## config.mk

```make
export PLATFORM = sky130hd
export DESIGN_NAME = epoch_alarm
export DESIGN_NICKNAME = d
export VERILOG_FILES = /design/src/rtl/epoch_alarm_pkg.sv /design/src/rtl/epoch_alarm_pulse_stretch.sv /design/src/rtl/epoch_alarm.sv
export SDC_FILE = /design/constraint.sdc
export NUM_CORES = 1
export LEC_CHECK = 0
export CAP_MARGIN = 20
export CORE_MARGIN = 5
export CORE_UTILIZATION = 50
export CTS_CLUSTER_DIAMETER = 200
export DETAILED_ROUTE_END_ITERATION = 8
export HOLD_SLACK_MARGIN = 0.12
export PLACE_DENSITY = 0.82
export SLEW_MARGIN = 20
export SYNTH_ARGS = -nofsm -noshare
export SYNTH_HDL_FRONTEND = slang
export SYNTH_SLANG_ARGS = --single-unit
```

## constraint.sdc

```tcl
create_clock -name clk -period 4.85 [get_ports clk]
set_clock_uncertainty 0.1 [all_clocks]
set_input_delay 0.97 -clock clk [delete_from_list [all_inputs] [get_ports clk]]
set_output_delay 0.97 -clock clk [all_outputs]
set_load 0.1 [all_outputs]
```

## src/rtl/epoch_alarm_pkg.sv

```systemverilog
// +------------------------------------------------------------------+
// | epoch_alarm_pkg : shared types and command codes for epoch_alarm |
// | Revision: 1.0                                                    |
// +------------------------------------------------------------------+
`default_nettype none

package epoch_alarm_pkg;

  localparam int TIME_WIDTH_DEFAULT = 64;

  typedef enum logic {
    ST_IDLE  = 1'b0,
    ST_ARMED = 1'b1
  } state_e;

  // SPI command byte codes decoded by the spi_fsm
  localparam logic [7:0] WRCMD        = 8'h02;
  localparam logic [7:0] RDCMD        = 8'h03;
  localparam logic [7:0] ALARM_WRCMD  = 8'h20;
  localparam logic [7:0] ALARM_RDCMD  = 8'h21;
  localparam logic [7:0] ALARM_ACKCMD = 8'h22;

endpackage

`default_nettype wire

```

## src/rtl/epoch_alarm_pulse_stretch.sv

```systemverilog
// +------------------------------------------------------------------+
// | pulse_stretch : retriggerable down-counter, output high for      |
// | PULSE_CYCLES cycles after the last trigger. Revision: 1.0        |
// +------------------------------------------------------------------+
`default_nettype none

module pulse_stretch #(
  parameter int PULSE_CYCLES = 16
) (
  input  logic clk,
  input  logic rst_n,
  input  logic trigger,
  output logic o_pulse
);

  localparam int CNT_W = $clog2(PULSE_CYCLES + 1);
  localparam logic [CNT_W-1:0] LOAD_VAL = CNT_W'(PULSE_CYCLES);

  logic [CNT_W-1:0] cnt_q;
  logic [CNT_W-1:0] cnt_d;

  always_comb begin
    cnt_d = cnt_q;
    if (trigger) begin
      cnt_d = LOAD_VAL;
    end else if (cnt_q != '0) begin
      cnt_d = cnt_q - CNT_W'(1);
    end
  end

  always_ff @(posedge clk or negedge rst_n) begin
    if (!rst_n) begin
      cnt_q <= '0;
    end else begin
      cnt_q <= cnt_d;
    end
  end

  assign o_pulse = (cnt_q != '0);

endmodule

`default_nettype wire

```

## src/rtl/epoch_alarm.sv

```systemverilog
// +------------------------------------------------------------------+
// | epoch_alarm : programmable one-shot/periodic alarm on the epoch, |
// | sticky irq, saturating fire count, stretched pin pulse. Rev 1.0  |
// +------------------------------------------------------------------+
`default_nettype none

module epoch_alarm
  import epoch_alarm_pkg::*;
#(
  parameter int TIME_WIDTH   = TIME_WIDTH_DEFAULT,
  parameter int PERIOD_WIDTH = 32,
  parameter int PULSE_CYCLES = 16,
  parameter int COUNT_WIDTH  = 8
) (
  input  logic                    clk,
  input  logic                    rst_n,
  input  logic [TIME_WIDTH-1:0]   i_time,
  input  logic                    load,
  input  logic [TIME_WIDTH-1:0]   i_alarm,
  input  logic [PERIOD_WIDTH-1:0] i_period,
  input  logic                    disarm,
  input  logic                    ack,
  output logic                    o_irq,
  output logic                    o_pulse,
  output logic                    o_armed,
  output logic [TIME_WIDTH-1:0]   o_alarm_time,
  output logic [COUNT_WIDTH-1:0]  o_fire_count
);

  state_e                  state_q,  state_d;
  logic [TIME_WIDTH-1:0]   alarm_q,  alarm_d;
  logic [PERIOD_WIDTH-1:0] period_q, period_d;
  logic                    irq_q,    irq_d;
  logic [COUNT_WIDTH-1:0]  count_q,  count_d;
  logic                    fire;

  // A disarm in the same cycle suppresses evaluation entirely.
  assign fire = (state_q == ST_ARMED) && !disarm && (i_time >= alarm_q);

  always_comb begin
    state_d  = state_q;
    alarm_d  = alarm_q;
    period_d = period_q;
    irq_d    = irq_q;
    count_d  = count_q;

    if (fire) begin
      irq_d = 1'b1;
      if (ack) begin
        count_d = COUNT_WIDTH'(1);
      end else if (count_q != '1) begin
        count_d = count_q + COUNT_WIDTH'(1);
      end
      if (period_q != '0) begin
        alarm_d = alarm_q + TIME_WIDTH'(period_q);
      end else begin
        state_d = ST_IDLE;
      end
    end else if (ack) begin
      irq_d   = 1'b0;
      count_d = '0;
    end

    // Load overrides any periodic advance; disarm overrides the arm.
    if (load) begin
      alarm_d  = i_alarm;
      period_d = i_period;
      state_d  = ST_ARMED;
    end
    if (disarm) begin
      state_d = ST_IDLE;
    end
  end

  always_ff @(posedge clk or negedge rst_n) begin
    if (!rst_n) begin
      state_q  <= ST_IDLE;
      alarm_q  <= '0;
      period_q <= '0;
      irq_q    <= 1'b0;
      count_q  <= '0;
    end else begin
      state_q  <= state_d;
      alarm_q  <= alarm_d;
      period_q <= period_d;
      irq_q    <= irq_d;
      count_q  <= count_d;
    end
  end

  pulse_stretch #(
    .PULSE_CYCLES(PULSE_CYCLES)
  ) u_pulse (
    .clk    (clk),
    .rst_n  (rst_n),
    .trigger(fire),
    .o_pulse(o_pulse)
  );

  assign o_irq        = irq_q;
  assign o_armed      = (state_q == ST_ARMED);
  assign o_alarm_time = alarm_q;
  assign o_fire_count = count_q;

endmodule

`default_nettype wire

```

==> reports/summary.txt <==
Core area -> 0.0178 mm2
Max_cap viols -> 0
Clock power frac -> 21.5%
Leakage -> 5.11 nW
GRT overflow -> 0
Antenna Nets Post-Route -> 0
Net Switching -> 1.66 mW
Internal -> 2.10 mW
Combinational Power Share -> 47.4%
Row count -> 49
First-pass GRT wire length -> 45,100 um
Max Clk Rate -> 0.231 GHz
Clock-pin transition on the worst setup and hold timing paths -> 80 ps
Clk buf depth -> 2
Final Hold Viols -> 0
CTS tree -> done
Post-synthesis sequential area ratio -> 30.9%
Fraction of registers with async set/reset -> 100%
Cell Area, Synth -> 0.00897 mm2
Final Util -> 67.0%
Synthesized Nets -> 1,308
Final Wtd Congestion -> 0.900
H-tree depth -> 3
Critical Path AT -> 4450 ps
Routed WL -> 28,400 um
Synth top cells by count -> 111 x dfrtp_1, 99 x ha_1, 86 x nand2_1
Register bit total from synthesis -> 111
Required @ worst endpoint -> 4980 ps
Sw frac -> 44.1%
Vias in the first global route -> 8,968
Max_slew headroom -> 13.1%
Largest net degree at the start of global routing -> 64
Clock Latency Late Sink -> 370 ps
Final Cycle Share -> 89.1%
Unique masters post-synth -> 67
Mean Syn Cell Area -> 8.60 um2
Post-Syn Instances -> 1,043
Fin crit period -> 4320 ps
Post-CTS Setup Bufs -> 0
Die area -> 0.0207 mm2
# setup viols final -> 0
Die Y -> 144 um
Worst slew pin tran -> 1270 ps
Worst Hold Slack -> 441 ps
Total number of vias -> 9,049
GR Util met2 -> 45.2%
Count of input and output buffers -> 239
CTS sink count -> 111
Initial antenna violation count -> 0
Status -> finished, final reports clean
Slew Viols, Final -> 0
Yosys top cell area share -> 30.9%
Met1 usage -> 34.8%
EDFF count, synth -> 0
Total CTS buffers -> 9
Count leader, synth -> dfrtp_1
Die X -> 144 um
Yosys top cell by area -> dfrtp_1
Drt wl/cell -> 18.9 um
Post-CTS sizing -> 0
Reg2Reg Setup Slack -> 960 ps
Antenna Cells -> 0
CP max FO -> 12
CP Capture Type -> flip-flop
Initial Util -> 50.3%
Worst setup SP type -> primary input
Syn. warnings -> 0
Met3 track demand over resource -> 5.62%
Vias per inst -> 6.04
Area grow syn2layout -> 33.1%
Hold buffers post-CTS -> 0
Most Crowded Layer GR -> met2
RSZ-0062 raised after global routing -> no
Post-route DRC -> 0
Pwr Density -> 314 mW/mm2
Total track usage -> 27.1%
I/O Pins -> 240
Share of cells above drive strength 1 -> 6.06%
VDD IR-drop max -> 0.261 mV
Largest cells by area after synthesis -> dfrtp_1 31%, ha_1 14%, mux2_2 4.1%
Type of the tightest min-delay check -> flip-flop to flip-flop
Primary FF master, synth -> dfrtp_1
Sum Neg Setup Slack -> 0 ps
Final net count -> 1,530
Initial DRC Count -> 681
TritonRoute pass-1 iters -> 5
Dpl hpwl -> 22,100 um
Root buf cell -> clkbuf_16
Power share of the sequential group -> 31.1%
Crit Path Category -> primary input to flip-flop
==> cells in the final DEF, fill, tap and decap left out, types with 9 or more instances in the layout <==
cell / instances
clkdlybuf4s50_1: 237
a21o_1: 29
a31oi_1: 27
xor2_1: 9
nor3_1: 13
clkbuf_16: 9
or4_1: 21
mux2i_1: 25
inv_1: 81
ha_1: 99
a21oi_1: 64
o31ai_1: 20
and3_1: 10
mux2_2: 33
nand3_1: 43
dfrtp_1: 111
nand4_1: 25
o211ai_1: 9
nor2_1: 60
nor4_1: 14
buf_4: 17
o21ai_0: 74
a2111oi_0: 10
nand2_1: 86
or3_1: 9
xnor2_1: 26
and4_1: 9
==> state kept, by name, summed over array words and instances (netlist names) <==
signal	flops
period_q	32
o_armed	1
o_alarm_time	64
u_pulse.cnt_q	5
o_irq	1
o_fire_count	8
==> worst max-delay path, stage by stage <==
cell and delay (ps):
clkdlybuf4s50_1 410, ha_1 320, nand4_1 110, or3_1 450
or4_4 570, nor3_2 220, a2111oi_2 110, buf_4 200
a2111oi_0 680, buf_4 230, xnor2_1 100, o21ai_0 80
==> power by group through the flow <==
stage                     Combinational [mW]  Sequential (mW)  Clock [mW]
after floorplan                        0.832             1.57           0
after global placement                  1.73             1.18           0
after detailed placement                1.76             1.18           0
after CTS                               1.77             1.16       0.821
after global routing                    1.93             1.18       0.854
final                                   1.78             1.17       0.808
==> logic make-up (layout without fill, tap and decap cells) <==
family,Yosys count,after routing,share of synthesized area [%]
fa+ha+maj,100,100,14.0
simple gates,318,318,18.1
flops,111,111,30.9
mux,58,58,6.93
buf+inv,127,354,5.45
compound gates,294,294,21.1
xor+xnor,35,35,3.42
==> worst paths after layout <==
check                                        startpoint                           end  cells after the start
setup / recovery                             i_time[38]  o_alarm_time[43]$_DFFE_PN0P_                     12
hold / removal                        o_irq$_DFFE_PN0P_             o_irq$_DFFE_PN0P_                      2
setup reg to reg           o_alarm_time[39]$_DFFE_PN0P_  o_alarm_time[43]$_DFFE_PN0P_                     12
hold reg to reg                       o_irq$_DFFE_PN0P_             o_irq$_DFFE_PN0P_                      2
max in group asynchronous                         rst_n      period_q[31]$_DFFE_PN0P_                      2
min in group asynchronous                         rst_n             o_irq$_DFFE_PN0P_                      1
==> layer usage <==
metal  wire, um  part of all wire (%)
met5          0                     0
met4       1070                   3.8
met3       2010                   7.1
met2      13300                    47
met1      12000                    42
==> through the flow <==
stage	instance area (um2)	total power, mW	std cells	setup WS, ps
finish	11900	3.75	1499	528
CTS	11900	3.76	1499	575
detailed placement	11600	2.94	1483	204
floorplan	8970	2.40	1043	646
global placement	11600	2.91	1483	295
global route	11900	3.97	1499	431
==> area by class of cell <==
class | count | area [um2]
Inverter | 82 | 308
Multi-Input combinational cell | 805 | 5720
Tap cell | 229 | 287
Clock inverter | 7 | 92.6
Fill cell | 1459 | 5900
Sequential cell | 111 | 2780
Timing Repair Buffer | 256 | 2540
Clock buffer | 9 | 225
Note: power is estimated with default switching activity, not from simulation.
